[src/rtl/text_console_writer.sv]
// Text console writer: turns a stream of ASCII codes into tile RAM writes.
// Keeps a cursor, interprets LF/CR/BS/FF, and blanks the new line on every
// row change and the whole screen on FF or after reset.
module text_console_writer #(
    parameter int unsigned MAX_X = 80,
    parameter int unsigned MAX_Y = 30,
    parameter logic [6:0]  BLANK = 7'h20
) (
    input  logic        clk,
    input  logic        reset,
    input  logic        in_valid,
    input  logic [6:0]  in_data,
    output logic        in_ready,
    output logic        wr_en,
    output logic [11:0] wr_addr,
    output logic [6:0]  wr_data,
    output logic [6:0]  cur_x,
    output logic [4:0]  cur_y,
    output logic        busy
);

    localparam logic [6:0] XLast = 7'(MAX_X - 1);
    localparam logic [4:0] YLast = 5'(MAX_Y - 1);

    localparam logic [6:0] ChBs = 7'h08;
    localparam logic [6:0] ChLf = 7'h0A;
    localparam logic [6:0] ChFf = 7'h0C;
    localparam logic [6:0] ChCr = 7'h0D;

    typedef enum logic [1:0] {StIdle, StClrLine, StClrScreen} state_e;

    state_e      state_q, state_d;
    logic [6:0]  cur_x_q, cur_x_d;
    logic [4:0]  cur_y_q, cur_y_d;
    logic [6:0]  clr_col_q, clr_col_d;
    logic [4:0]  clr_row_q, clr_row_d;
    logic        wr_en_q, wr_en_d;
    logic [11:0] wr_addr_q, wr_addr_d;
    logic [6:0]  wr_data_q, wr_data_d;

    logic        printable;
    logic [4:0]  y_next;

    assign printable = (in_data >= 7'h20) && (in_data <= 7'h7E);
    // Row below the cursor, wrapping from the last row back to the top.
    assign y_next    = (cur_y_q == YLast) ? 5'd0 : cur_y_q + 5'd1;

    // State, cursor, clear counters and registered write port.
    always_ff @(posedge clk or posedge reset) begin
        if (reset) begin
            state_q   <= StClrScreen;
            cur_x_q   <= 7'd0;
            cur_y_q   <= 5'd0;
            clr_col_q <= 7'd0;
            clr_row_q <= 5'd0;
            wr_en_q   <= 1'b0;
            wr_addr_q <= 12'd0;
            wr_data_q <= 7'd0;
        end else begin
            state_q   <= state_d;
            cur_x_q   <= cur_x_d;
            cur_y_q   <= cur_y_d;
            clr_col_q <= clr_col_d;
            clr_row_q <= clr_row_d;
            wr_en_q   <= wr_en_d;
            wr_addr_q <= wr_addr_d;
            wr_data_q <= wr_data_d;
        end
    end

    // Next state: character decode in idle, counter stepping while clearing.
    always_comb begin
        state_d   = state_q;
        cur_x_d   = cur_x_q;
        cur_y_d   = cur_y_q;
        clr_col_d = clr_col_q;
        clr_row_d = clr_row_q;
        unique case (state_q)
            StIdle: begin
                if (in_valid) begin
                    if (printable) begin
                        if (cur_x_q == XLast) begin
                            cur_x_d   = 7'd0;
                            cur_y_d   = y_next;
                            clr_col_d = 7'd0;
                            clr_row_d = y_next;
                            state_d   = StClrLine;
                        end else begin
                            cur_x_d = cur_x_q + 7'd1;
                        end
                    end else begin
                        unique case (in_data)
                            ChLf: begin
                                cur_x_d   = 7'd0;
                                cur_y_d   = y_next;
                                clr_col_d = 7'd0;
                                clr_row_d = y_next;
                                state_d   = StClrLine;
                            end
                            ChCr: cur_x_d = 7'd0;
                            ChBs: begin
                                if (cur_x_q != 7'd0) begin
                                    cur_x_d = cur_x_q - 7'd1;
                                end else if (cur_y_q != 5'd0) begin
                                    cur_x_d = XLast;
                                    cur_y_d = cur_y_q - 5'd1;
                                end
                            end
                            ChFf: begin
                                cur_x_d   = 7'd0;
                                cur_y_d   = 5'd0;
                                clr_col_d = 7'd0;
                                clr_row_d = 5'd0;
                                state_d   = StClrScreen;
                            end
                            default: ;
                        endcase
                    end
                end
            end
            StClrLine: begin
                if (clr_col_q == XLast) begin
                    clr_col_d = 7'd0;
                    state_d   = StIdle;
                end else begin
                    clr_col_d = clr_col_q + 7'd1;
                end
            end
            StClrScreen: begin
                if (clr_col_q == XLast) begin
                    clr_col_d = 7'd0;
                    if (clr_row_q == YLast) begin
                        clr_row_d = 5'd0;
                        state_d   = StIdle;
                    end else begin
                        clr_row_d = clr_row_q + 5'd1;
                    end
                end else begin
                    clr_col_d = clr_col_q + 7'd1;
                end
            end
            default: state_d = StIdle;
        endcase
    end

    // Write port next values; address and data hold when no write is issued.
    always_comb begin
        wr_en_d   = 1'b0;
        wr_addr_d = wr_addr_q;
        wr_data_d = wr_data_q;
        unique case (state_q)
            StIdle: begin
                if (in_valid) begin
                    if (printable) begin
                        wr_en_d   = 1'b1;
                        wr_addr_d = {cur_y_q, cur_x_q};
                        wr_data_d = in_data;
                    end else if (in_data == ChBs) begin
                        if (cur_x_q != 7'd0) begin
                            wr_en_d   = 1'b1;
                            wr_addr_d = {cur_y_q, cur_x_q - 7'd1};
                            wr_data_d = BLANK;
                        end else if (cur_y_q != 5'd0) begin
                            wr_en_d   = 1'b1;
                            wr_addr_d = {cur_y_q - 5'd1, XLast};
                            wr_data_d = BLANK;
                        end
                    end
                end
            end
            StClrLine, StClrScreen: begin
                wr_en_d   = 1'b1;
                wr_addr_d = {clr_row_q, clr_col_q};
                wr_data_d = BLANK;
            end
            default: ;
        endcase
    end

    assign in_ready = (state_q == StIdle);
    assign busy     = ~in_ready;
    assign wr_en    = wr_en_q;
    assign wr_addr  = wr_addr_q;
    assign wr_data  = wr_data_q;
    assign cur_x    = cur_x_q;
    assign cur_y    = cur_y_q;

endmodule

[config.mk]
export PLATFORM = sky130hd
export DESIGN_NAME = text_console_writer
export DESIGN_NICKNAME = d
export VERILOG_FILES = /design/src/rtl/text_console_writer.sv
export SDC_FILE = /design/constraint.sdc
export NUM_CORES = 1
export LEC_CHECK = 0
export ABC_AREA = 1
export CORE_MARGIN = 1.5
export CORE_UTILIZATION = 55
export CTS_CLUSTER_SIZE = 10
export DETAILED_ROUTE_END_ITERATION = 10
export GPL_TIMING_DRIVEN = 1
export PLACE_DENSITY = 0.8
export SLEW_MARGIN = 30
export SYNTH_ARGS = -nofsm -noshare
export SYNTH_HDL_FRONTEND = slang
export SYNTH_SLANG_ARGS = --single-unit
[constraint.sdc]
create_clock -name clk -period 2.57 [get_ports clk]
set_input_delay 0.6425 -clock clk [delete_from_list [all_inputs] [get_ports clk]]
set_output_delay 0.6425 -clock clk [all_outputs]
set_load 0.02 [all_outputs]
# Word-level counts from Yosys, hierarchy flattened
# Cells that the tools add are included.
[totals]
in_bits = 10
out_inout_bits = 34
ff_bits = 46
wordCells = 106
[op_classes]
n_eq_ne = 23
n_bitwise = 1
n_reduce_logical = 17
addsub = 6
muxes = 49
order_cmp = 2
[op_table]
columns = ["op", "count"]
rows = [
  ["7-bit two-way mux", 14],
  ["12-bit two-way mux", 5],
  ["5-bit two-way mux", 9],
  ["7-bit case mux with 2 select lines", 3],
  ["7-bit by 4-bit == test with 1-bit output, second input constant", 4],
  ["12-bit case mux with 2 select lines", 1],
  ["5-bit case mux with 2 select lines", 2],
  ["5-bit case mux with 3 select lines", 1],
  ["7-bit by 1-bit adder with 7-bit output, second input constant", 2],
  ["7-bit == test, second input constant", 2],
  ["2-bit two-way mux", 6],
  ["4-bit AND reduction", 3],
  ["6-bit AND reduction", 2],
  ["5-bit by 1-bit adder with 5-bit output, second input constant", 2],
  ["5-bit == test, second input constant", 2],
  ["2-bit != test, second input constant", 4],
  ["4-bit by 1-bit != test with 1-bit output, second input constant", 2],
  ["7-bit by 6-bit >= comparator with 1-bit output, second input constant", 1],
  ["7-bit less-or-equal comparator, second input constant", 1],
  ["7-bit nonzero test", 1],
  ["7-bit by 1-bit subtractor with 7-bit output, second input constant", 1],
  ["3-bit by 2-bit != test with 1-bit output, second input constant", 2],
  ["3-bit != test, second input constant", 2],
  ["2-bit case mux with 3 select lines", 1],
  ["other kinds (19)", 25],
]

# Depth between registers and ports, before layout
# Gate-level depths: netlist of run 1.
[depth]
word_depth = 7
mapped_depth = 12
ltp_nobuf = 11

# Worst setup path before layout of run 1
# OpenSTA, ideal clock, no wires.
[synth_path]
path_kind = "reg2reg"
startpoint = "reg state_q[1]"
endpoint = "reg wr_addr_q[6] (netlist: wr_addr[6])"
setup_ns = 0.117
path_stages_with_launch = 10
path_buffers = 1
arrival_time_ns = 1.843
setup_slack_ns = 0.610
cell_sequence = "dfstp_2 > inv_1 > ha_1 > inv_2 > nor2_1 > nor2_2 > nand2_4 > buf_4 > nand2_1 > nand2_1"
[synth_via]
word_cells_on_any_way = 10
[synth_rtl]
columns = ["element", "line", "text"]
rows = [
  ["start: declaration", "32", "state_e state_q, state_d;"],
  ["start signal: assignment", "51", "state_q <= StClrScreen;"],
  ["start signal: assignment", "60", "state_q <= state_d;"],
  ["2-bit logical NOT (*)", "n/a", ""],
  ["via in_ready", "13", "output logic in_ready,"],
  ["4-bit by 1-bit != test with 1-bit output (no source line) (tied with other cells)", "n/a", ""],
  ["4-bit AND reduction (no source line)", "n/a", ""],
  ["end signal: assignment", "66", "wr_addr_q <= wr_addr_d;"],
  ["end: declaration", "38", "logic [11:0] wr_addr_q, wr_addr_d;"],
]
# The timed path passes the listed nets; every way through them passes the cells marked *.
# A chain may end at the register's enable or synchronous reset.

# Final worst setup path of run 1
[layout_path]
startpoint = "reg state_q[1]"
endpoint = "out in_ready"
[layout_via]
elab_chain_cells = 1
[layout_rtl]
columns = ["element", "line", "text"]
rows = [
  ["2-bit logical NOT", "180", "assign in_ready = (state_q == StIdle);"],
  ["end: declaration", "13", ""],
]
# No other way between the ends.

==> results of run 1 <==
==> routing by layer <==
layer	global-route usage (%)	wire [um]	up-vias
met1	33.1	3690	1564
met5	0	0	-
met3	2.61	271	14
met4	11.0	193	0
met2	50.6	4230	87
li1	-	-	1666
==> power by group through the flow <==
stage | Sequential, W | Combinational (W) | Clock [W]
global placement | 0.00133 | 0.00247 | 0
floorplan | 0.00146 | 0.00154 | 0
global route | 0.00138 | 0.00277 | 0.000534
CTS | 0.00133 | 0.00252 | 0.000510
finish | 0.00133 | 0.00252 | 0.000507
detailed placement | 0.00134 | 0.00251 | 0
==> registers in the layout (all words and copies together) (netlist names) <==
name and flops:
wr_addr 12, wr_data 7, cur_x 7, state_q 2
clr_row_q 5, cur_y 5, clr_col_q 7, wr_en 1
==> cell type report <==
class | count | share of cell area (%)
tap | 75 | 2.37
clock buffer | 7 | 2.44
inverter | 41 | 3.89
multi-input combinational | 388 | 48.6
clock inverter | 1 | 0.221
sequential | 46 | 29.1
timing repair buffer | 54 | 13.3
==> through the flow <==
| stage | std cells | cell area [um^2] |
|---|---|---|
| after floorplan | 489 | 3320 |
| after global placement | 604 | 3850 |
| after detailed placement | 604 | 3850 |
| after CTS | 612 | 3950 |
| after global routing | 612 | 3960 |
| final | 612 | 3960 |
==> logic make-up (layout without fill, tap and decap cells) <==
logic type | Yosys count | in the layout | synth area share [%]
DFF | 46 | 46 | 34.7
xor gates and xnor gates | 11 | 11 | 2.90
adders and majority gates | 12 | 12 | 4.52
and+or+nand+nor | 321 | 321 | 42.9
buffers and inverters | 55 | 103 | 7.42
AOI/OAI and AO/OA | 44 | 44 | 7.57
==> what timing repair did <==
item / in CTS / in global routing
endpoints found under the setup margin: 0 / 1
resized for setup: 0 / 1
setup buffers: 0 / 0
==> cell usage after synthesis, types with 2 or more instances <==
library cell and n:
nand2_1 192, nand3_1 63, dfrtp_1 45, inv_1 34, nor2_1 32, ha_1 12
o21ai_0 11, o21ai_1 11, nor2_2 9, nand2_2 8, a21oi_1 7, inv_2 7
o22ai_1 7, xor2_1 7, buf_2 5, nand4_1 5, buf_6 4, clkbuf_1 4
xnor2_1 4, nand2_4 3, nor3_1 3, a31o_2 2, nand3_2 2, nor2_4 2
nor2_8 2, o211ai_1 2
==> how the worst max path moves through the flow <==
stage | startpoint | to | slack (ps) | cells after the start
after detailed placement | in_data[3] | wr_data[1] | 90 | 10
after floorplan | state_q[1] | wr_addr[6] | 610 | 9
after CTS | state_q[1] | busy | 20 | 4
final | state_q[1] | in_ready | 150 | 3
after global routing | state_q[0] | in_ready | 80 | 3
after global placement | in_data[3] | clr_row_q[3] | 140 | 11
==> worst register-to-register path, cell delays in order, from the launching register on <==
cell	delay (ps)
dfrtp_1	490
inv_1	220
ha_1	260
nand2_2	140
nor2_8	200
nand2_1	70
nand2_1	100
nand2_2	90
nand2_4	160
buf_4	230
nand2_1	70
o21ai_1	80
==> impl_metrics.ini, run 1 <==
[worst_hold_path]
hold_end = wr_addr[4]
worstHoldPathType = reg2reg
hp-start = wr_addr[4]
hold_path_depth = 2

[global_routing]
grt_max_degree = 25
grt_pass1_vias = 3152
grt_pass1_wl_mm = 13.9
grt-ovfl-total = 0
grt_use_total_pct = 27.6
antenna_found_initial = 0

[detailed_routing]
vias = 3331
wire_per_inst_um = 13.7
drt_iter0_drc = 204
routed_wl_mm = 8.38
vias_per_cell = 5.44
drtPass1Iterations = 5
antenna_left = 0
drc = 0

[sta]
finalMaxSlewViolations = 0
grt_setup_unrepaired = no
period_minus_slack_ps = 2420
final-setup-viol-count = 0
skew_ps = 12.5
tns_ps = 0
finalWorstSetupSlack_ps = 150
hold_viol_final = 0
worst_pin_slew_ps = 529
fin_crit_sh_pct = 94.2
max_slew_margin_pct = 64.7
hold_ws_ps = 492
fmax_mhz = 413

[worst_setup_path]
max_stage_delay_ps = 570
critPathMaxFanout = 5
crit_family = buffers and inverters
crit_chain = inv_1 > ha_1 > clkdlybuf4s50_1
crit_arrival_ps = 1780
cp_slowest_cell = dfstp_2
reg2reg_depth = 11
crit_path_end_kind = output pin
crit_required_ps = 1930
r2r_slack_ps = 390
rr_startpoint = cur_x[0]
critPathKind = reg2out
r2r_end = wr_data[3]
worst-path-buf-inv = 2
worstSetupStartpointType = flip-flop

[cts]
cts_tree = built
clk_latency_ps = 310
cts-root-buf = clkbuf_8
cts_buffer_depth = 2
h-tree-depth = 2
cts_hold_buf = 0
cts_made_buffers = 5
clock-sinks = 46
cts.clk_slew.worst_paths_ps = 100

[logic_synthesis]
ys_top_cells_by_area = dfrtp_1 34%, nand2_1 22%, nand3_1 9.5%
async_reset_ff_share_pct = 100
synth_nets = 511
synth_edf_count = 0
netlist_area_um2 = 3320
synth-seq-cells = 46
ys_seq_area_share_pct = 34.7
synth_ff_type = dfrtp_1
syn_avg_cell_area_um2 = 6.79
yosysWarnings = 0
synth_cells = 489
yosysTopAreaCellShare_pct = 33.9
synthDistinctLibCells = 32
yosys.area.top_type = dfrtp_1

[cells_and_area]
final_nets = 558
final_cell_mix = 192 x nand2_1, 63 x nand3_1, 45 x dfrtp_1
area_growth_pct = 19.1
layout-drive-gt1-share_pct = 10.6
antenna_cells = 0
fillers = 543
multiInputGateArea_um2 = 1920
seq_area_um2 = 1150
post-route-util_pct = 67.2
final_common_cell = nand2_1

[floorplan]
core_area_um2 = 5890
die_h_um = 80.7
die_area_um2 = 6510
placementRows = 28
dieWidth_um = 80.7
pin_count = 44
start_util_pct = 56.4

[place]
io_buffers = 43
preCtsSetupSlack_ps = 89.0
place_congestion = 0.914
dp_hpwl_mm = 6.41

[power]
seq_power_share_pct = 30.6
internal_power_w = 0.00224
cellPowerDensity_nw_per_um2 = 1100
clock_power_share_pct = 11.6
switching_share_pct = 48.6
p_leak_nw = 2.01
power_switching_w = 0.00212
p_comb_share_pct = 57.8
worst_ir_drop_vdd_uv = 540
total_power_w = 0.00436

[job]
drv_cap = 0

[run_status]
status = finished clean
Note: power is estimated with default switching activity, not from simulation.
==> run 2, diff against run 1 <==
--- a/config.mk
+++ b/config.mk
@@ -7,11 +7,11 @@
 export LEC_CHECK = 0
 export ABC_AREA = 1
 export CORE_MARGIN = 1.5
-export CORE_UTILIZATION = 55
+export CORE_UTILIZATION = 45
 export CTS_CLUSTER_SIZE = 10
 export DETAILED_ROUTE_END_ITERATION = 10
 export GPL_TIMING_DRIVEN = 1
-export PLACE_DENSITY = 0.8
+export PLACE_DENSITY = 0.67
 export SLEW_MARGIN = 30
 export SYNTH_ARGS = -nofsm -noshare
 export SYNTH_HDL_FRONTEND = slang
==> run 2 against run 1 <==
Compared with the run above:
- sequential share of layout area is 0.40 points lower
- register-to-register slack better by 70 ps
- die area is 21% higher
- setup slack worse by 16 ps
- utilization is 12 points lower
- combinational power hardly changed
- count of clock-buffer cells in the layout is 2 lower
- worst hold slack worse by 8.1 ps
- largest cell class unchanged
==> impl_metrics.ini, run 2 (same netlist as run 1, synthesis figures left out) <==
[worst_setup_path]
crit_required_ps = 1930
crit_path_end_kind = output pin
rr_startpoint = cur_x[0]
critPathMaxFanout = 5
max_stage_delay_ps = 660
r2r_slack_ps = 460
critPathKind = reg2out
worstSetupStartpointType = flip-flop
crit_chain = inv_1 > ha_1 > clkdlybuf4s50_1
reg2reg_depth = 11
crit_arrival_ps = 1790
cp_slowest_cell = clkdlybuf4s50_1
r2r_end = wr_data[2]

[cts]
cts.clk_slew.worst_paths_ps = 100
cts_tree = built
clk_latency_ps = 310
cts_buffer_depth = 2
clock-sinks = 46
cts-root-buf = clkbuf_8
h-tree-depth = 2
cts_made_buffers = 5
postCtsSetupRepairBufs = 0

[sta]
finalMaxSlewViolations = 0
grt_setup_unrepaired = no
max_slew_margin_pct = 67.9
skew_ps = 8.15
fmax_mhz = 411
hold_ws_ps = 484
finalWorstSetupSlack_ps = 134
final-setup-viol-count = 0
hold_viol_final = 0
worst_pin_slew_ps = 480
fin_crit_sh_pct = 94.8
period_minus_slack_ps = 2440
tns_ps = 0

[place]
io_buffers = 43
place_congestion = 0.917
preCtsSetupSlack_ps = 94.3
dp_hpwl_mm = 6.27
dp.cells = 627

[worst_hold_path]
worstHoldPathType = reg2reg
hp-start = wr_addr[1]
hold_path_depth = 2
hold_end = wr_addr[1]

[detailed_routing]
vias = 3257
drtPass1Iterations = 4
drc = 0
routed_wl_mm = 8.29
vias_per_cell = 5.13
antenna_left = 0
drt_iter0_drc = 198
wire_per_inst_um = 13.1

[cells_and_area]
final_common_cell = nand2_1
final_nets = 557
antenna_cells = 0
multiInputGateArea_um2 = 1920
layout-drive-gt1-share_pct = 10.4
area_growth_pct = 20.8
final_cells = 635
largest_reg_flops = 12
final_cell_mix = 192 x nand2_1, 63 x nand3_1, 45 x dfrtp_1
seq_area_um2 = 1150
post-route-util_pct = 55.6
fillers = 707

[job]
drv_cap = 0

[global_routing]
antenna_found_initial = 0
grt-ovfl-total = 0
grt_max_degree = 27
grt_pass1_vias = 2997
grt_use_total_pct = 22.3
grt_pass1_wl_mm = 13.7

[power]
seq_power_share_pct = 29.6
worst_ir_drop_vdd_uv = 455
p_leak_nw = 2.02
cellPowerDensity_nw_per_um2 = 1120
p_comb_share_pct = 55.6
switching_share_pct = 46.8
clock_power_share_pct = 14.8
power_switching_w = 0.00210
internal_power_w = 0.00238

[floorplan]
die_h_um = 88.9
die_area_um2 = 7910
start_util_pct = 46.0
pin_count = 44
core_area_um2 = 7210
dieWidth_um = 88.9
placementRows = 31

[run_status]
status = finished clean
[run 2: cell count changes in the layout (fill, tap and decap cells not counted)]
cell | before | now
bufinv_16 | 0 | 2
buf_4 | 10 | 9
clkbuf_8 | 7 | 5
[run 2: how the worst max path moves through the flow]
stage | startpoint | depth (start not counted) | end | slack [ps]
detailed placement | in_data[1] | 10 | wr_data[0] | 90
CTS | state_q[1] | 4 | busy | 10
global placement | in_data[1] | 11 | cur_y[2] | 140
floorplan | state_q[1] | 9 | wr_addr[6] | 610
finish | state_q[0] | 3 | in_ready | 130
global route | state_q[0] | 3 | in_ready | 70
[run 2: metal layers]
layer,vias to the layer above,track usage (%),routed length [um]
met5,-,0,0
li1,1663,-,-
met3,9,3.14,346
met1,1508,29.1,3720
met4,0,7.10,124
met2,77,38.2,4100
[run 2: stage by stage]
step           cell area [um^2]  power (W)
2_1_floorplan              3320    0.00301
3_3_place_gp               3870    0.00382
3_5_place_dp               3870    0.00383
4_1_cts                    4010    0.00450
5_1_grt                    4010    0.00485
6_report                   4010    0.00448
[run 2: layout make-up]
class | instances | area share [%]
clock buffers | 5 | 1.72
clock inverters | 3 | 1.72
inverters | 41 | 3.84
multi-input cells | 388 | 47.9
flip-flops and latches | 46 | 28.7
well taps | 99 | 3.09
repair buffers | 53 | 13.0
[run 2: repair_timing]
action | CTS | global route
hold buffers | 0 | 0
endpoints found under the setup margin | 0 | 1
resized for setup | 0 | 1
[run 2: power groups by stage]
stage / clock (W) / combinational (W) / sequential (W)
floorplan: 0 / 0.00154 / 0.00146
detailed placement: 0 / 0.00249 / 0.00134
global route: 0.000701 / 0.00278 / 0.00137
CTS: 0.000676 / 0.00250 / 0.00133
finish: 0.000661 / 0.00249 / 0.00133
global placement: 0 / 0.00247 / 0.00135
[run 2: critical path, delay by kind of cell (launching register included)]
kind / cells / cell delay [ps]
buf+inv: 2 / 760
flops: 1 / 430
fa+ha+maj: 1 / 300
